### config.mk
export PLATFORM = sky130hd
export DESIGN_NAME = times_table_engine_flat
export DESIGN_NICKNAME = d
export VERILOG_FILES = /design/src/rtl/times_table_engine_if.sv /design/src/rtl/times_table_engine.sv /design/src/flat_wrapper.sv
export SDC_FILE = /design/constraint.sdc
export NUM_CORES = 1
export LEC_CHECK = 0
export ABC_CLOCK_PERIOD_IN_PS = 4550
export CAP_MARGIN = 20
export CORE_UTILIZATION = 60
export DETAILED_ROUTE_END_ITERATION = 6
export GPL_TIMING_DRIVEN = 0
export PLACE_DENSITY = 0.77
export RECOVER_POWER = 50
export SYNTH_ARGS = -nofsm -noshare
export SYNTH_HDL_FRONTEND = slang
export SYNTH_SLANG_ARGS = --single-unit
export TNS_END_PERCENT = 5
### constraint.sdc
create_clock -name clk -period 4.55 [get_ports clk]
set_input_delay 0.91 -clock clk [delete_from_list [all_inputs] [get_ports clk]]
set_output_delay 0.91 -clock clk [all_outputs]
set_load 0.03 [all_outputs]
### src/rtl/times_table_engine_if.sv
// times_table_engine_if: lookup/rebuild bundle between a requester and the times-table engine
// master: drives rebuild, read, a, b; receives result, valid, ready, busy, rd_err
// slave : the engine side of the same signals
interface times_table_engine_if #(
    parameter int W  = 3,
    parameter int RW = 2 * W
);
    logic          rebuild;
    logic          read;
    logic [W-1:0]  a;
    logic [W-1:0]  b;
    logic [RW-1:0] result;
    logic          valid;
    logic          ready;
    logic          busy;
    logic          rd_err;
    modport master (output rebuild, read, a, b, input result, valid, ready, busy, rd_err);
    modport slave  (input rebuild, read, a, b, output result, valid, ready, busy, rd_err);
endinterface

### src/rtl/times_table_engine.sv
// times_table_engine: self-filling a*b lookup RAM served through a read/valid handshake
// clk, rst_n (async, active low); tt.rebuild/read/a/b in; tt.result/valid/ready/busy/rd_err out
module times_table_engine #(
    parameter int W  = 3,
    parameter int RW = 2 * W
) (
    input logic                  clk,
    input logic                  rst_n,
    times_table_engine_if.slave  tt
);
    localparam int DEPTH = 1 << (2 * W);
    if (RW < 2 * W) begin : g_bad_rw
        $error("times_table_engine: RW must be at least 2*W");
    end
    typedef enum logic {FILL, READY} state_t;
    state_t state, state_nx;
    logic [2*W-1:0] cnt, sum;
    logic [2*W-1:0] mem [DEPTH];
    logic rdy, accept;
    assign rdy      = state == READY;
    assign accept   = rdy & tt.read;
    assign tt.ready = rdy;
    assign tt.busy  = ~rdy;
    always_comb begin
        state_nx = state;
        if (state == FILL && &cnt)
            state_nx = READY;
        else if (state == READY && tt.rebuild)
            state_nx = FILL;
    end
    // cnt = {ai, bi}; sum holds ai*bi and restarts whenever bi wraps.
    // Both sit at 0 in READY so a rebuild starts a clean fill.
    always_ff @(posedge clk or negedge rst_n) begin
        if (!rst_n) begin
            state     <= FILL;
            cnt       <= '0;
            sum       <= '0;
            tt.result <= '0;
            tt.valid  <= 1'b0;
            tt.rd_err <= 1'b0;
        end else begin
            state     <= state_nx;
            cnt       <= state == FILL ? cnt + 1'b1 : '0;
            sum       <= state == FILL && !(&cnt[W-1:0]) ? sum + (2*W)'(cnt[2*W-1:W]) : '0;
            tt.result <= accept ? RW'(mem[{tt.a, tt.b}]) : tt.result;
            tt.valid  <= accept;
            tt.rd_err <= tt.read & ~rdy;
        end
    end
    always_ff @(posedge clk)
        if (state == FILL)
            mem[cnt] <= sum;
endmodule

### src/flat_wrapper.sv
// flat-port wrapper written by rule: the top's interface ports become plain ports
module times_table_engine_flat 
#(
    parameter int W  = 3,
    parameter int RW = 2 * W
)
  (clk, rst_n, tt_rebuild, tt_read, tt_a, tt_b, tt_result, tt_valid, tt_ready, tt_busy, tt_rd_err);
  times_table_engine_if #(.W(W), .RW(RW)) tt_i ();
  input logic clk;
  input logic rst_n;
  input wire logic [$bits(tt_i.rebuild)-1:0] tt_rebuild;
  input wire logic [$bits(tt_i.read)-1:0] tt_read;
  input wire logic [$bits(tt_i.a)-1:0] tt_a;
  input wire logic [$bits(tt_i.b)-1:0] tt_b;
  output wire logic [$bits(tt_i.result)-1:0] tt_result;
  output wire logic [$bits(tt_i.valid)-1:0] tt_valid;
  output wire logic [$bits(tt_i.ready)-1:0] tt_ready;
  output wire logic [$bits(tt_i.busy)-1:0] tt_busy;
  output wire logic [$bits(tt_i.rd_err)-1:0] tt_rd_err;
  assign tt_i.rebuild = tt_rebuild;
  assign tt_i.read = tt_read;
  assign tt_i.a = tt_a;
  assign tt_i.b = tt_b;
  assign tt_result = tt_i.result;
  assign tt_valid = tt_i.valid;
  assign tt_ready = tt_i.ready;
  assign tt_busy = tt_i.busy;
  assign tt_rd_err = tt_i.rd_err;
  times_table_engine #(.W(W), .RW(RW)) u_core (.clk(clk), .rst_n(rst_n), .tt(tt_i));
endmodule
==> flow_metrics.env <==
export IMPL_first_pass_iters=5
export IMPL_synthToLayoutAreaGrowth_pct=11.5
export IMPL_worstPathCellList="clkdlybuf4s50_1 > buf_4 > buf_2 > buf_2 > mux4_1 > a22oi_1 > nand4_1 > a221o_1"
export IMPL_period_share_pct=74.2
export IMPL_place_hpwl_um=22200
export IMPL_gr_total_overflow=0
export IMPL_finalMaxSlewViolations=249
export IMPL_outcome="finished with violations"
export IMPL_critPathTopFamily="buffers and inverters"
export IMPL_num_vias=8294
export IMPL_clkLatencyLatePin_ns=0.52
export IMPL_core_rowCount=59
export IMPL_finClkSkew_ns=0.00975
export IMPL_synth_cells=818
export IMPL_fmax_mhz=296
export IMPL_p_leak_nw=5.88
export IMPL_antenna_found_initial=0
export IMPL_critPathBufInv=4
export IMPL_die_w_um=165
export IMPL_clock_root_buffer="clkbuf_16"
export IMPL_arrival_ns=3.79
export IMPL_final_common_cell="edfxtp_1"
export IMPL_cp_end_kind="register"
export IMPL_period_minus_slack_ns=3.38
export IMPL_syn_area_per_cell_um2=19.5
export IMPL_final_util_pct=68.2
export IMPL_grt_pass1_vias=8351
export IMPL_yosys_warnings=0
export IMPL_hold_buffers=0
export IMPL_power_mw=9.81
export IMPL_pin_count=20
export IMPL_regArea_um2=12100
export IMPL_synthTopCellsByArea="edfxtp_1, mux4_2, mux2i_1"
export IMPL_post_synth_top_area_cell="edfxtp_1"
export IMPL_htreeDepth=2
export IMPL_cts_sinks=405
export IMPL_hp_class="reg2reg"
export IMPL_routed_wl_um=35200
export IMPL_via_per_inst=6.65
export IMPL_layout_drive_gt1_share_pct=15.6
export IMPL_clockBufferDepth=3
export IMPL_numPortBuffers=17
export IMPL_crit_type="in2reg"
export IMPL_crit_path_frequent_cell="buf_2"
export IMPL_yosysSeqAreaShare_pct=75.6
export IMPL_maxCapViolations=6
export IMPL_dieArea_um2=27200
export IMPL_setup_violations=0
export IMPL_n_fill_cell=1590
export IMPL_ant_nets=0
export IMPL_initial_core_util_pct=61.2
export IMPL_path_clk_slew_ns=0.07
export IMPL_syn_nets=834
export IMPL_violations="capacitance limit, slew limit"
export IMPL_antenna_cells=0
export IMPL_netlist_area_leader_share_pct=72.3
export IMPL_vdd_ir_drop_max_uv=613
export IMPL_hold_violations=0
export IMPL_drc=0
export IMPL_ys_types=39
export IMPL_rsz0062_at_grt="no"
export IMPL_core_area_um2=26100
export IMPL_post_cts_resized=0
export IMPL_ys_ff_latch=405
export IMPL_grt_pass1_wl_um=52200
export IMPL_worstMarginPinSlew_ns=2.26
export IMPL_cp_required_ns=4.96
export IMPL_worstPathMaxFanout=10
export IMPL_grt_max_degree=45
export IMPL_multi_input_area_um2=3620
export IMPL_cts_buffers=39
export IMPL_slowest_stage="clkdlybuf4s50_1"
export IMPL_relSlewSlack_pct=-51.0
export IMPL_netlist_area_um2=16000
export IMPL_fin_nets=900
export IMPL_drt_initial_drc_count=986
export IMPL_track_usage_pct=27.0
export IMPL_fin_setup_tns_ns=0
export IMPL_slowest_delay_ns=0.52
export IMPL_die_height_um=165
export IMPL_cts_tree="built"
export IMPL_startpoint_type="primary input"
export IMPL_wl_per_cell_um=28.2
export IMPL_place_congestion=0.966
export IMPL_post_cts_buffers=0
export IMPL_final_cell_mix="edfxtp_1, nor2_1, mux4_2, mux2i_1, clkbuf_16"
export IMPL_power_density_nw_per_um2=552
[synthesized netlist by cell type, drive strengths merged]
cell    count
a21oi       4
a21o        1
nor2       73
a22o        5
o22ai      12
xor2        3
nor2b      11
buf        29
o21ai       1
a31oi       1
nand2      20
or2         1
nand2b      5
mux4       72
nand3      20
nand3b      3
edfxtp    384
and2        3
a22oi      36
a221o       6
ha          5
inv         3
nor3b       2
dfrtp      21
mux2i      59
fa          1
and3        1
or3         2
nor3        7
clkbuf     12
nor4        6
xnor2       3
nand4       6
[stage by stage]
stage	area, um^2	cells	setup WS (ns)	hold slack, ns
final	17800	1247	1.17	0.539
after global routing	17800	1247	1.09	0.537
after CTS	17900	1246	1.21	0.530
after detailed placement	16700	1177	0.703	0.514
after global placement	16500	1170	0.770	0.516
after floorplan	16000	818	2.03	0.526
[logic make-up (layout without fill, tap and decap cells)]
logic type,Yosys count,in the layout,share of synthesized area [%]
AOI/OAI and AO/OA,66,66,3.06
adders and majority gates,6,6,0.518
and+or+nand+nor,160,160,4.64
muxes,131,131,14.2
xor gates and xnor gates,6,6,0.330
DFF,405,405,75.6
buffers and inverters,44,138,1.69
[path summary, 6_finish.rpt]
path	cells after the start	from	end	slack [ns]
min reg2reg	1	u_core.tt.result[3]	u_core.tt.result[3]	0.54
max	8	tt_b[2]	u_core.tt.result[3]	1.17
min	1	u_core.tt.result[3]	u_core.tt.result[3]	0.54
min in group asynchronous	1	rst_n	u_core.sum[3]	0.76
max reg2reg	1	u_core.sum[0]	u_core.mem[11][0]	1.51
max in group asynchronous	2	rst_n	u_core.sum[5]	2.65
[state kept, by name (all words and copies together) (netlist names)]
name / count
u_core.cnt: 6
u_core.tt.result: 6
u_core.mem: 384
u_core.tt.ready: 1
u_core.tt.rd_err: 1
u_core.sum: 6
u_core.tt.valid: 1
[per-layer routing]
| metal | wire [um] | share of wire [%] | vias up | track usage (%) |
|---|---|---|---|---|
| met2 | 17300 | 49 | 484 | 43.4 |
| met1 | 13500 | 38 | 4260 | 37.4 |
| met5 | 0 | 0 | - | 0 |
| met3 | 3220 | 9.1 | 84 | 5.10 |
| li1 | - | - | 3466 | - |
| met4 | 1200 | 3.4 | 0 | 10.0 |
[power breakdown]
part / internal (mW) / switching [mW]
Sequential: 4.93 / 0.300
Combinational: 0.422 / 1.10
Clock: 1.74 / 1.32
Total: 7.09 / 2.72
[layout make-up]
type	count	area share [%]
plain buffers	41	1.45
clock buffers	53	6.37
clock inverters	16	0.443
inverters	3	0.0633
multi-input cells	369	20.4
flip-flops and latches	405	67.8
well taps	335	2.36
repair buffers	25	1.13
Note: power is estimated with default switching activity, not from simulation.
